**src/rtl/pipeline_stall_ctrl_pkg.sv**
```systemverilog
// ----------------------------------------------------------------------------
// pipeline_stall_ctrl_pkg
// Shared definitions for the 5-stage core (IF, ID, EX, MEM, WB):
//   - stage index constants used to address per-stage vectors
//   - state encoding of the exception-flush controller
//   - reset PC used by the fetch stage
// No ports (package).
// ----------------------------------------------------------------------------
package pipeline_stall_ctrl_pkg;

  localparam int NUM_STAGES = 5;
  localparam int STG_IF     = 0;
  localparam int STG_ID     = 1;
  localparam int STG_EX     = 2;
  localparam int STG_MEM    = 3;
  localparam int STG_WB     = 4;

  // Boot vector loaded by fetch out of reset.
  localparam logic [31:0] RESET_PC = 32'hBFC0_0000;

  typedef enum logic [1:0] {
    ST_IDLE     = 2'd0,
    ST_WAIT_BUS = 2'd1,
    ST_FLUSH    = 2'd2
  } ctrl_state_e;

endpackage

```
**src/rtl/pipeline_stall_ctrl_sat_counter.sv**
```systemverilog
// ----------------------------------------------------------------------------
// sat_counter
// Generic saturating up-counter for performance monitoring.
// Ports:
//   clk   in          clock
//   rst   in          synchronous active-high reset (clears count)
//   inc   in          increment request for this cycle
//   clr   in          synchronous clear, wins over a same-cycle increment
//   count out CNT_W   current count, sticks at all-ones
// ----------------------------------------------------------------------------
module sat_counter #(
  parameter int CNT_W = 32
) (
  input  logic             clk,
  input  logic             rst,
  input  logic             inc,
  input  logic             clr,
  output logic [CNT_W-1:0] count
);

  logic [CNT_W-1:0] r_count;

  always_ff @(posedge clk) begin
    if (rst || clr) begin
      r_count <= '0;
    end else if (inc && (r_count != '1)) begin
      r_count <= r_count + CNT_W'(1);
    end
  end

  assign count = r_count;

endmodule

```
**src/rtl/pipeline_stall_ctrl.sv**
```systemverilog
// ----------------------------------------------------------------------------
// pipeline_stall_ctrl
// Central stall/flush controller for the 5-stage core.
// Ports:
//   clk            in            core clock
//   rst            in            synchronous reset, active-high
//   stall_req_if   in            IF waiting on instruction fetch
//   stall_req_id   in            ID load-use hazard
//   stall_req_ex   in            EX multicycle op busy
//   stall_req_mem  in            MEM waiting on data bus
//   exc_req        in            exception/eret accepted in MEM
//   exc_target     in  ADDR_W    handler/EPC address, valid with exc_req
//   cnt_clr        in            synchronous clear of stall counter
//   stall          out 5         per-stage stall, [0]=IF .. [4]=WB
//   flush          out           clear all pipeline registers this cycle
//   redirect_valid out           fetch must load redirect_pc
//   redirect_pc    out ADDR_W    redirect address (holds outside FLUSH)
//   stall_cycles   out CNT_W     saturating count of cycles with stall[0]=1
// ----------------------------------------------------------------------------
module pipeline_stall_ctrl
  import pipeline_stall_ctrl_pkg::*;
#(
  parameter int ADDR_W = 32,
  parameter int CNT_W  = 32
) (
  input  logic                  clk,
  input  logic                  rst,
  input  logic                  stall_req_if,
  input  logic                  stall_req_id,
  input  logic                  stall_req_ex,
  input  logic                  stall_req_mem,
  input  logic                  exc_req,
  input  logic [ADDR_W-1:0]     exc_target,
  input  logic                  cnt_clr,
  output logic [NUM_STAGES-1:0] stall,
  output logic                  flush,
  output logic                  redirect_valid,
  output logic [ADDR_W-1:0]     redirect_pc,
  output logic [CNT_W-1:0]      stall_cycles
);

  // While waiting for the bus everything up to MEM is frozen; WB drains.
  localparam logic [NUM_STAGES-1:0] STALL_WAIT_BUS = {1'b0, {(NUM_STAGES-1){1'b1}}};

  ctrl_state_e r_state;
  ctrl_state_e w_state_next;

  logic [ADDR_W-1:0]     r_target;
  logic [ADDR_W-1:0]     w_target_next;
  logic [ADDR_W-1:0]     r_redirect_pc;
  logic [ADDR_W-1:0]     w_redirect_pc_next;
  logic [NUM_STAGES-2:0] w_req;
  logic [NUM_STAGES-1:0] w_stall_idle;
  logic [NUM_STAGES-1:0] w_stall;
  logic                  w_flush;

  assign w_req = {stall_req_mem, stall_req_ex, stall_req_id, stall_req_if};

  // A request from stage k freezes stages 0..k, so stage i stalls when any
  // request at index >= i is present. The bubble lands in the register
  // after the highest stalled stage. WB never stalls.
  generate
    for (genvar gi = 0; gi < NUM_STAGES - 1; gi++) begin : g_stall_idle
      assign w_stall_idle[gi] = |w_req[NUM_STAGES-2:gi];
    end
  endgenerate
  assign w_stall_idle[STG_WB] = 1'b0;

  always_comb begin
    w_state_next       = r_state;
    w_target_next      = r_target;
    w_redirect_pc_next = r_redirect_pc;
    w_stall            = '0;
    w_flush            = 1'b0;

    case (r_state)
      ST_IDLE: begin
        w_stall = w_stall_idle;
        if (exc_req) begin
          w_target_next = exc_target;
          if (stall_req_mem) begin
            w_state_next = ST_WAIT_BUS;
          end else begin
            w_state_next       = ST_FLUSH;
            w_redirect_pc_next = exc_target;
          end
        end
      end

      ST_WAIT_BUS: begin
        // Later exceptions are dropped: the first one owns the target.
        w_stall = STALL_WAIT_BUS;
        if (!stall_req_mem) begin
          w_state_next       = ST_FLUSH;
          w_redirect_pc_next = r_target;
        end
      end

      ST_FLUSH: begin
        w_flush      = 1'b1;
        w_state_next = ST_IDLE;
      end

      default: begin
        w_state_next = ST_IDLE;
      end
    endcase
  end

  always_ff @(posedge clk) begin
    if (rst) begin
      r_state       <= ST_IDLE;
      r_target      <= '0;
      r_redirect_pc <= '0;
    end else begin
      r_state       <= w_state_next;
      r_target      <= w_target_next;
      r_redirect_pc <= w_redirect_pc_next;
    end
  end

  // Stall is combinational from the requests, so hold it low during reset.
  assign stall          = rst ? '0 : w_stall;
  assign flush          = w_flush;
  assign redirect_valid = w_flush;
  // Loaded on the edge entering FLUSH so it does not move while waiting.
  assign redirect_pc    = r_redirect_pc;

  sat_counter #(
    .CNT_W (CNT_W)
  ) u_stall_cnt (
    .clk   (clk),
    .rst   (rst),
    .inc   (stall[STG_IF]),
    .clr   (cnt_clr),
    .count (stall_cycles)
  );

endmodule
```
**config.mk**
```make
export PLATFORM = sky130hd
export DESIGN_NAME = pipeline_stall_ctrl
export DESIGN_NICKNAME = d
export VERILOG_FILES = /design/src/rtl/pipeline_stall_ctrl_pkg.sv /design/src/rtl/pipeline_stall_ctrl_sat_counter.sv /design/src/rtl/pipeline_stall_ctrl.sv
export SDC_FILE = /design/constraint.sdc
export NUM_CORES = 1
export LEC_CHECK = 0
export ABC_AREA = 1
export CAP_MARGIN = 20
export CORE_MARGIN = 1
export CORE_UTILIZATION = 45
export CTS_CLUSTER_SIZE = 40
export DETAILED_ROUTE_END_ITERATION = 8
export GPL_ROUTABILITY_DRIVEN = 0
export GPL_TIMING_DRIVEN = 0
export HOLD_SLACK_MARGIN = 0.06
export PLACE_DENSITY = 0.86
export SKIP_LAST_GASP = 1
export SYNTH_ARGS = -nofsm -noshare
export SYNTH_HDL_FRONTEND = slang
export SYNTH_SLANG_ARGS = --single-unit
```
**constraint.sdc**
```tcl
create_clock -name clk -period 1.51 [get_ports clk]
set_input_delay 0.302 -clock clk [delete_from_list [all_inputs] [get_ports clk]]
set_output_delay 0.302 -clock clk [all_outputs]
set_load 0.01 [all_outputs]
```
* Yosys cells after proc, flatten, opt, wreduce, memory -nomap -nowiden
Cells that the tools add are included.
** Storage, ports and cells
- Bits in registers :: 98
- Bits of input ports :: 40
** Operators by class
- Reduce and logical (&&, ||, !) cells :: 10
- Multiplexer cells :: 11
- Equality and inequality tests :: 6
- Add/subtract/negate cells :: 1
** Operators by type and width (number)
- $mux 32 :: 3
- $pmux 32 s2 :: 1
- $add 32x1->32 const B :: 1
- $ne 32x32->1 const B :: 1
- $pmux 4 s2 :: 1
- $mux 2 :: 3
- $ne 2x2->1 const B :: 3
- $mux 5 :: 1
- $pmux 2 s2 :: 1
- $reduce_and 2->1 :: 2
- $reduce_and 4->1 :: 1
- $reduce_or 4->1 :: 1
- $reduce_or 3->1 :: 1
- $eq 2x1->1 const B :: 1
- $eq 2x2->1 const B :: 1
- $logic_not 2->1 :: 1
- $reduce_bool 2->1 :: 1
- $reduce_or 2->1 :: 1
- $logic_and 1x1->1 :: 1
- $logic_or 1x1->1 :: 1
- $mux 1 :: 1

* Longest topological paths before layout
Gate-level depths: netlist of the first run.
- Depth in word-level cells :: 4
- Gate-level depth with buffers :: 10
- Gate-level depth less buffers :: 10

* By module
From an unflattened synthesis of the first run, not the netlist that was laid out.
** Unflattened totals
- Cell total of the unflattened synthesis :: 803
- Area total of the unflattened synthesis :: 5026.1 µm²
** Modules (own cells, without submodules)
- pipeline_stall_ctrl :: area an instance 2997.9 µm², instances 1, cells each 475, seq. area each 1321.3 µm²
- sat_counter :: area an instance 2028.2 µm², instances 1, cells each 328, seq. area each 640.6 µm²

* Worst setup path before layout of the first run
OpenSTA, ideal clock, no wires.
- Path type :: register -> register
- Start :: reg u_stall_cnt.r_count[0] (netlist: u_stall_cnt.count[0])
- End :: reg u_stall_cnt.r_count[28] (netlist: u_stall_cnt.count[28])
- Setup time :: 115 ps
- Cell stages (with the launch flop) :: 10
- Slack :: -163 ps
- Data arrival time :: 1558 ps
- Data required time :: 1395 ps
- Cell sequence :: dfxtp_1 ha_1 nand2_1 nor2_4 nand2_2 nor2_4 nand3_4 buf_2 a21oi_1 nor2_1
** Between the ends
- Longest elaborated chain between the ends :: 2
- Elaborated cells on any way between the ends :: 3
** Ends and longest elaborated chain
- start: declaration :: RTL line pipeline_stall_ctrl_sat_counter.sv:21 : logic [CNT_W-1:0] r_count;
- start signal: assignment :: RTL line pipeline_stall_ctrl_sat_counter.sv:27 : r_count <= r_count + CNT_W'(1);
- parallel branches: the longest is 2 deep, another holds $add 32x1->32
Parallel ways; which one is timed is not known.
A chain may end at the register's enable or synchronous reset.

* Worst setup path in the final report of the first run
- Start :: reg r_state[0]
- End :: reg r_redirect_pc[3] (netlist: redirect_pc[3])
** Between the ends
- Longest elaborated chain between the ends :: 3
- Elaborated cells on any way between the ends :: 8
** Ends and longest elaborated chain
- start: declaration :: RTL line pipeline_stall_ctrl.sv:45 : ctrl_state_e r_state;
- start signal: assignment :: RTL line pipeline_stall_ctrl.sv:116 : r_state <= w_state_next;
- $eq 2x1->1 or $logic_not 2->1 (tied branches) :: RTL line pipeline_stall_ctrl.sv:76 : case (r_state)
- $ne 2x2->1 (no line) or $reduce_bool 2->1 (tied branches)
- $reduce_and 4->1 (no line)
- end signal: assignment :: RTL line pipeline_stall_ctrl.sv:118 : r_redirect_pc <= w_redirect_pc_next;
- end: declaration :: RTL line pipeline_stall_ctrl.sv:50 : logic [ADDR_W-1:0] r_redirect_pc;
Several ways; a longest one is shown, not always the timed one.

==> run metrics, run 1 <==
maxcap violations=0; RSZ-0062 raised after global routing=yes; first-pass GRT wire length=25200 µm; Skew-Pair Late Insertion Delay=roughly 400 ps; Syn Area/Cell=~6.8 µm²; share of layout cells above drive strength 1=33.1%; Design Power=5940 µW; Worst-Margin Slew=742 ps; Die Footprint=10700 µm²; Routed Antenna Nets=0; CTS tree=done; DPL Wire Length=9300 µm; row cnt=36; Worst-path clk slew=~120 ps; first-pass detailed-route iteration total=8; Cell Area, Synth=4650 µm²; routed vias=5980; Tmin final=around 2000 ps; failing checks=negative setup slack; Leakage Power=around 0.003 µW; vias per cell=between 6 and 7; pwr dens=793 nW/µm²; Die X=104 µm; Yosys cell types=32; Peak Freq=503 MHz; total CTS buffers=9; startpoint type of the worst setup path=flip-flop; Worst Setup Path Type=reg -> reg; ys flop type=dfxtp_1; syn_nets=a little over 700; slew margin rel.=50.5%; I/O pins=111; post-synthesis cell count=684; VDD IR-drop max=0.000544 V; Hold WC Path Type=in -> reg; Worst Path Required=1750 ps; CP Max Fanout=10; Yosys Warn Count=0; Synth Register Bits=98; ANT cells=0; cts hold-fix bufs=0; total grt overflow=0; Arrival @ worst endpoint=2220 ps; crit end category=flip-flop; area grow syn2layout=61.3%; Initial Util=46.9%; CTS root buf=clkbuf_8; setup_tns=-19920 ps; Fin. Hold Viols=0; Clock Tree Buf Depth=2; IO buf count=109; Die H=104 µm; DRC viols=0; pre-CTS setup slack=-744 ps; number of DRC markers in iteration 0=about 670; Post-Place Cells=approximately 930; # fillers=610; final setup fails=roughly 100; wire per inst=19.2 µm; largest net degree at the start of global routing=20; Async SR Flop Fraction=0%; Core Box Area=9910 µm²; Layout Cells excl Fill=~1000; Layout Nets=894; clock sink total=just under 100; clk_skew=22.6 ps; antenna violations before repair=0; Total Wirelength=19100 µm; gr usage total=between 20% and 30%; Slew Viols, Final=0; vias in the first global route=5191; H-tree depth=3; post-route setup slack=-478 ps; crit share post-route=132%; sequential element share of the synthesized area=42.2%; Post-synth EDFFs=0; status=finished, violations left
==> cell type report <==
type	count	area (µm²)	share of cell area, %
Tap cell	133	166	2.22
Sequential cell	98	2060	27.5
Timing Repair Buffer	161	1640	21.9
Multi-Input combinational cell	514	2890	38.6
Clock inverter	7	95.1	1.27
Buffer	38	375	5.01
Clock buffer	9	124	1.65
Inverter	31	141	1.89
==> stage by stage <==
step / cell area, µm² / utilization, % / hold WS [ps]
after floorplan: 4740 / - / 374
after global placement: 6000 / 60.5 / 463
after detailed placement: 6000 / 60.5 / 473
after CTS: 6990 / 70.5 / 325
after global routing: 7490 / 75.6 / 381
final: 7490 / 75.6 / 402
==> placed cells by master (no fill, tap or decap), drive strengths merged <==
cell type      count
or2                1
clkdlybuf4s50     36
xor2               5
dfxtp             98
a31oi             32
nand3b             4
xnor2              1
and2               1
conb               1
dlygate4sd2       67
ha                 1
buf               75
clkbuf            30
clkinv             4
nor2             156
a21oi             33
nand3             55
bufinv             1
o21ai             68
nand4              1
a211oi             2
nand2            153
inv               33
==> metal layers <==
metal  track usage (%)  up-vias  wire length (µm)
li1                  -     2580                 -
met1              35.5     2747              6870
met2              46.7      492              8870
met3              4.91      161              1920
met4              17.7        0              1400
met5                 0        -                 0
==> where the power goes <==
| group | internal (µW) | leakage, µW | switching, µW | total (µW) |
|---|---|---|---|---|
| combinational | 567 | 0.00213 | 634 | 1200 |
| sequential | 2700 | 0.000827 | 112 | 2810 |
| clock | 819 | 0.000111 | 1110 | 1930 |
| total | 4080 | 0.00307 | 1860 | 5940 |
==> final timing paths <==
path	cells past startpoint	slack, ps	startpoint	to
worst min register to register	2	480	r_target[3]	r_target[3]
worst min-delay path	2	400	rst	r_state[1]
worst max register to register	8	-480	r_state[0]	redirect_pc[3]
worst max-delay path	8	-480	r_state[0]	redirect_pc[3]
==> logic make-up (layout without fill, tap and decap cells) <==
| kind of cell | count (synthesis) | count (layout) | share of synthesized area, % |
|---|---|---|---|
| and+or+nand+nor | 371 | 371 | 33.2 |
| DFF | 98 | 98 | 42.2 |
| AOI/OAI and AO/OA | 135 | 135 | 16.3 |
| adders and majority gates | 1 | 1 | 0.269 |
| buffers and inverters | 72 | 246 | 6.81 |
| other | 1 | 1 | 0.0807 |
| xor gates and xnor gates | 6 | 6 | 1.13 |
==> repair_timing <==
action / 4_1_cts / 5_1_grt
hold endpoints to repair: 0 / 0
pin swaps: 28 / 22
gates cloned: 10 / 5
setup endpoints to repair: 165 / 100
resized for setup: 281 / 134
buffers inserted: 26 / 11
==> sequential cells by signal (all words and copies together), names as in the netlist <==
name,count
u_stall_cnt.count,32
r_target,32
r_state,2
redirect_pc,32
==> critical path, stage by stage, from the launching register on <==
cell and delay (ps):
dfxtp_4 380, buf_6 90, buf_6 100, buf_6 140, buf_8 130, buf_4 110, clkbuf_2 230, nand3_1 130
a31oi_1 510
==> cells in the mapped netlist (10+ instances only) <==
cell        n  share of area, %
o21ai_0    67               7.2
nor2_1    151                12
a21oi_1    23               2.5
clkbuf_1   22               1.8
buf_2      10               1.1
a31oi_1    32               4.3
nand3_1    53               5.7
nand2_1   150                12
dfxtp_1    98                42
inv_1      27               2.2
a21oi_2    10               1.9
Note: power is estimated with default switching activity, not from simulation.
==> run 2, diff against run 1 <==
--- a/config.mk
+++ b/config.mk
@@ -14,8 +14,9 @@
 export GPL_ROUTABILITY_DRIVEN = 0
 export GPL_TIMING_DRIVEN = 0
 export HOLD_SLACK_MARGIN = 0.06
-export PLACE_DENSITY = 0.86
+export PLACE_DENSITY = 0.85
 export SKIP_LAST_GASP = 1
 export SYNTH_ARGS = -nofsm -noshare
 export SYNTH_HDL_FRONTEND = slang
+export SYNTH_HIERARCHICAL = 1
 export SYNTH_SLANG_ARGS = --single-unit
==> run 2 against run 1 <==
Net effect: the flow still finishes with violations (negative setup slack); synthesized cell count up 17%; via count down 5.4%; critical path depth up 5; synthesized area up 8.2%; final area down 4.9%; utilization down 9.9 points; flip-flop and latch count unchanged; die area up 8.0%; non-clock buffer count down 27; register-to-register slack better by 240 ps; total power down 9.1%; sequential power about the same; largest power group unchanged.
==> run metrics, run 2 <==
worst reg2reg endpoint=u_stall_cnt/count[26]; Worst Setup Path Type=reg -> reg; status=finished, violations left; total grt overflow=0; final setup fails=37; Die H=about 110 µm; Yosys cell types=30; Skew-Pair Late Insertion Delay=370 ps; gr usage total=25.4%; synth top area cells=dfxtp_1, nand2_1, nor2_1; top-count cell post-synth=nand2_1; Routed Antenna Nets=0; slowest CP cell=dfxtp_4; Peak Freq=572 MHz; RSZ-0062 raised after global routing=yes; share of layout cells above drive strength 1=21.7%; post-synthesis cell count=803; Synth Register Bits=98; R2R setup slack=-240 ps; sequential element share of the synthesized area=39.0%; Arrival @ worst endpoint=2020 ps; Leakage Power=0.00337 µW; Initial Util=46.4%; Async SR Flop Fraction=0%; cts hold-fix bufs=0; Yosys top cell area share=39.0%; WHS=363 ps; clk_skew=9.47 ps; number of DRC markers in iteration 0=between 300 and 400; vias per cell=5.18; routed vias=5660; Worst Path Required=about 1800 ps; Setup crit end=u_stall_cnt/count[26]; top cells by count, synth=nand2_1, nor2_1, dfxtp_1; clock power share=31.3%; pre-CTS setup slack=-844 ps; I/O pins=111; stages on the worst setup path=13; VDD IR-drop max=0.000594 V; clock sink total=98; dpl cell area=about 6300 µm²; ys flop type=dfxtp_1; Fin. Hold Viols=0; Design Power=5400 µW; CTS tree=done; Sw Pwr=about 1600 µW; maxcap violations=0; startpoint type of the worst setup path=flip-flop; total CTS buffers=9; failing checks=negative setup slack; Synth area leader=dfxtp_1; post-route setup slack=-238 ps; commonest non-fill, non-tap cell in the layout=nand2_1; row cnt=38; first-pass GRT wire length=23300 µm; Clock Tree Buf Depth=2; Cell Area, Synth=5030 µm²; FF-to-FF Start=r_state[1]; Critical Path Start=r_state[1]; Hold WC Path Type=in -> reg; Tmin final=approximately 1700 ps; Yosys Warn Count=6; CP top delay family=simple AND/OR/NAND/NOR gates; Worst-path clk slew=100 ps; Slew Viols, Final=0; wire per inst=around 14 µm; Die X=108 µm; FF-to-FF path depth=13; Layout Nets=988; CP Max Fanout=9; slew margin rel.=about 47%; WP buf/inv=3; antenna violations before repair=1; switch share=28.9%; crit end category=flip-flop; Post-Place Cells=1052; syn_nets=844; Internal Power=between 3000 and 4000 µW; CP Cell Sequence=nor2_4 -> buf_6 -> o21ai_4 -> nand2_4 -> inv_8 -> nor2_4 -> nand2_1 -> inv_2 -> nand2_4 -> nor2_4 -> nand3_1 -> nand2_1 -> nor2_1; first-pass detailed-route iteration total=8; most frequent cells in the layout=nand2_1, nor2_1, dlygate4sd2_1; CP most frequent cell=nor2_4; IO buf count=around 110; Die Footprint=11600 µm²; Worst-Margin Slew=795 ps; pwr dens=758 nW/µm²; area grow syn2layout=41.7%; Post-synth EDFFs=0; Syn Area/Cell=between 6 and 7 µm²; DRC viols=0; final instance area=7120 µm²; crit share post-route=116%; Core Box Area=10800 µm²; CTS root buf=clkbuf_8; DPL Wire Length=9470 µm; Logic pwr share=roughly 17%; Layout Cells excl Fill=around 1100; largest net degree at the start of global routing=18; H-tree depth=3; Total Wirelength=between 15000 and 20000 µm; vias in the first global route=roughly 5000; CP max stage delay=370 ps; share of power burned in registers=51.7%
## run 2: changes by cell type after synthesis, sizes merged, moves of 2 or more
cell    previous run  this run
clkbuf            22        14
buf               19        25
inv               30        67
nand3             55        75
nor3               0         8
a211oi             2         0
o21ai             68        34
nand2            153       231
a21oi             33        26
xor2               5         2
nor2             156       213
a31oi             32         2
nand3b             4         2
## run 2: power by group through the flow
stage | Clock (µW) | Sequential [µW] | Combinational [µW]
global route | 1860 | 2810 | 1030
CTS | 1740 | 2800 | 901
global placement | 0 | 2860 | 899
detailed placement | 0 | 2870 | 911
floorplan | 0 | 2890 | 487
finish | 1690 | 2790 | 918
## run 2: routing by layer
| metal | GRT usage, % | up-vias | wire length (µm) |
|---|---|---|---|
| li1 | - | 2760 | - |
| met1 | 28.9 | 2518 | 5980 |
| met2 | 43.6 | 306 | 7380 |
| met3 | 6.90 | 76 | 1330 |
| met4 | 12.7 | 0 | 735 |
| met5 | 0 | - | 0 |
## run 2: worst reg2reg max path, stage by stage, from the launching register on
cell     delay [ps]
dfxtp_4         370
nor2_4          120
buf_6           130
o21ai_4          60
nand2_4         120
inv_8            70
nor2_4          130
nand2_1          90
inv_2           120
nand2_4         100
nor2_4          120
nand3_1         100
nand2_1          80
nor2_1           40
## run 2: stage by stage
step / util, % / setup TNS (ps)
after floorplan: - / -69.0
after CTS: 63.9 / -3960
after global placement: 58.5 / -36850
final: 65.7 / -4500
after detailed placement: 58.5 / -36150
after global routing: 65.7 / -7580
## run 2: worst min-delay path by stage
stage	slack [ps]	from	depth (start not counted)	end
finish	360	rst	2	r_state[1]
global route	370	rst	2	r_state[1]
CTS	360	rst	2	r_state[1]
detailed placement	470	r_target[11]	2	r_target[11]
global placement	460	r_target[26]	2	r_target[26]
floorplan	370	rst	1	r_state[1]
## run 2: cells by family (layout without fill, tap and decap cells)
group / Yosys count / in the layout / share of synthesized area, %
xor gates and xnor gates: 2 / 2 / 0.349
and+or+nand+nor: 532 / 532 / 44.3
other: 1 / 2 / 0.0746
AOI/OAI and AO/OA: 62 / 62 / 6.22
adders and majority gates: 1 / 1 / 0.249
buffers and inverters: 107 / 256 / 9.76
DFF: 98 / 98 / 39.0
## run 2: what timing repair did
action / CTS / global route
pin swaps: 17 / 21
setup endpoints to repair: 102 / 97
buffers inserted: 11 / 10
gates resized for setup: 194 / 67
gates cloned: 5 / 0
## run 2: cell type report
class	instances	area [µm²]
Fill cell	918	3720
Multi-Input combinational cell	598	2910
Sequential cell	98	2030
Timing Repair Buffer	135	1260
Buffer	37	278
Inverter	68	265
Tap cell	140	175
Clock buffer	11	151
Clock inverter	5	46.3
Antenna cell	1	2.50
==> run 3, diff against run 2 <==
--- a/config.mk
+++ b/config.mk
@@ -6,8 +6,6 @@
 export NUM_CORES = 1
 export LEC_CHECK = 0
 export ABC_AREA = 1
-export CAP_MARGIN = 20
-export CORE_MARGIN = 1
 export CORE_UTILIZATION = 45
 export CTS_CLUSTER_SIZE = 40
 export DETAILED_ROUTE_END_ITERATION = 8
==> results of run 3 <==
Final layout, timing and power as in run 2 (identical DEF).
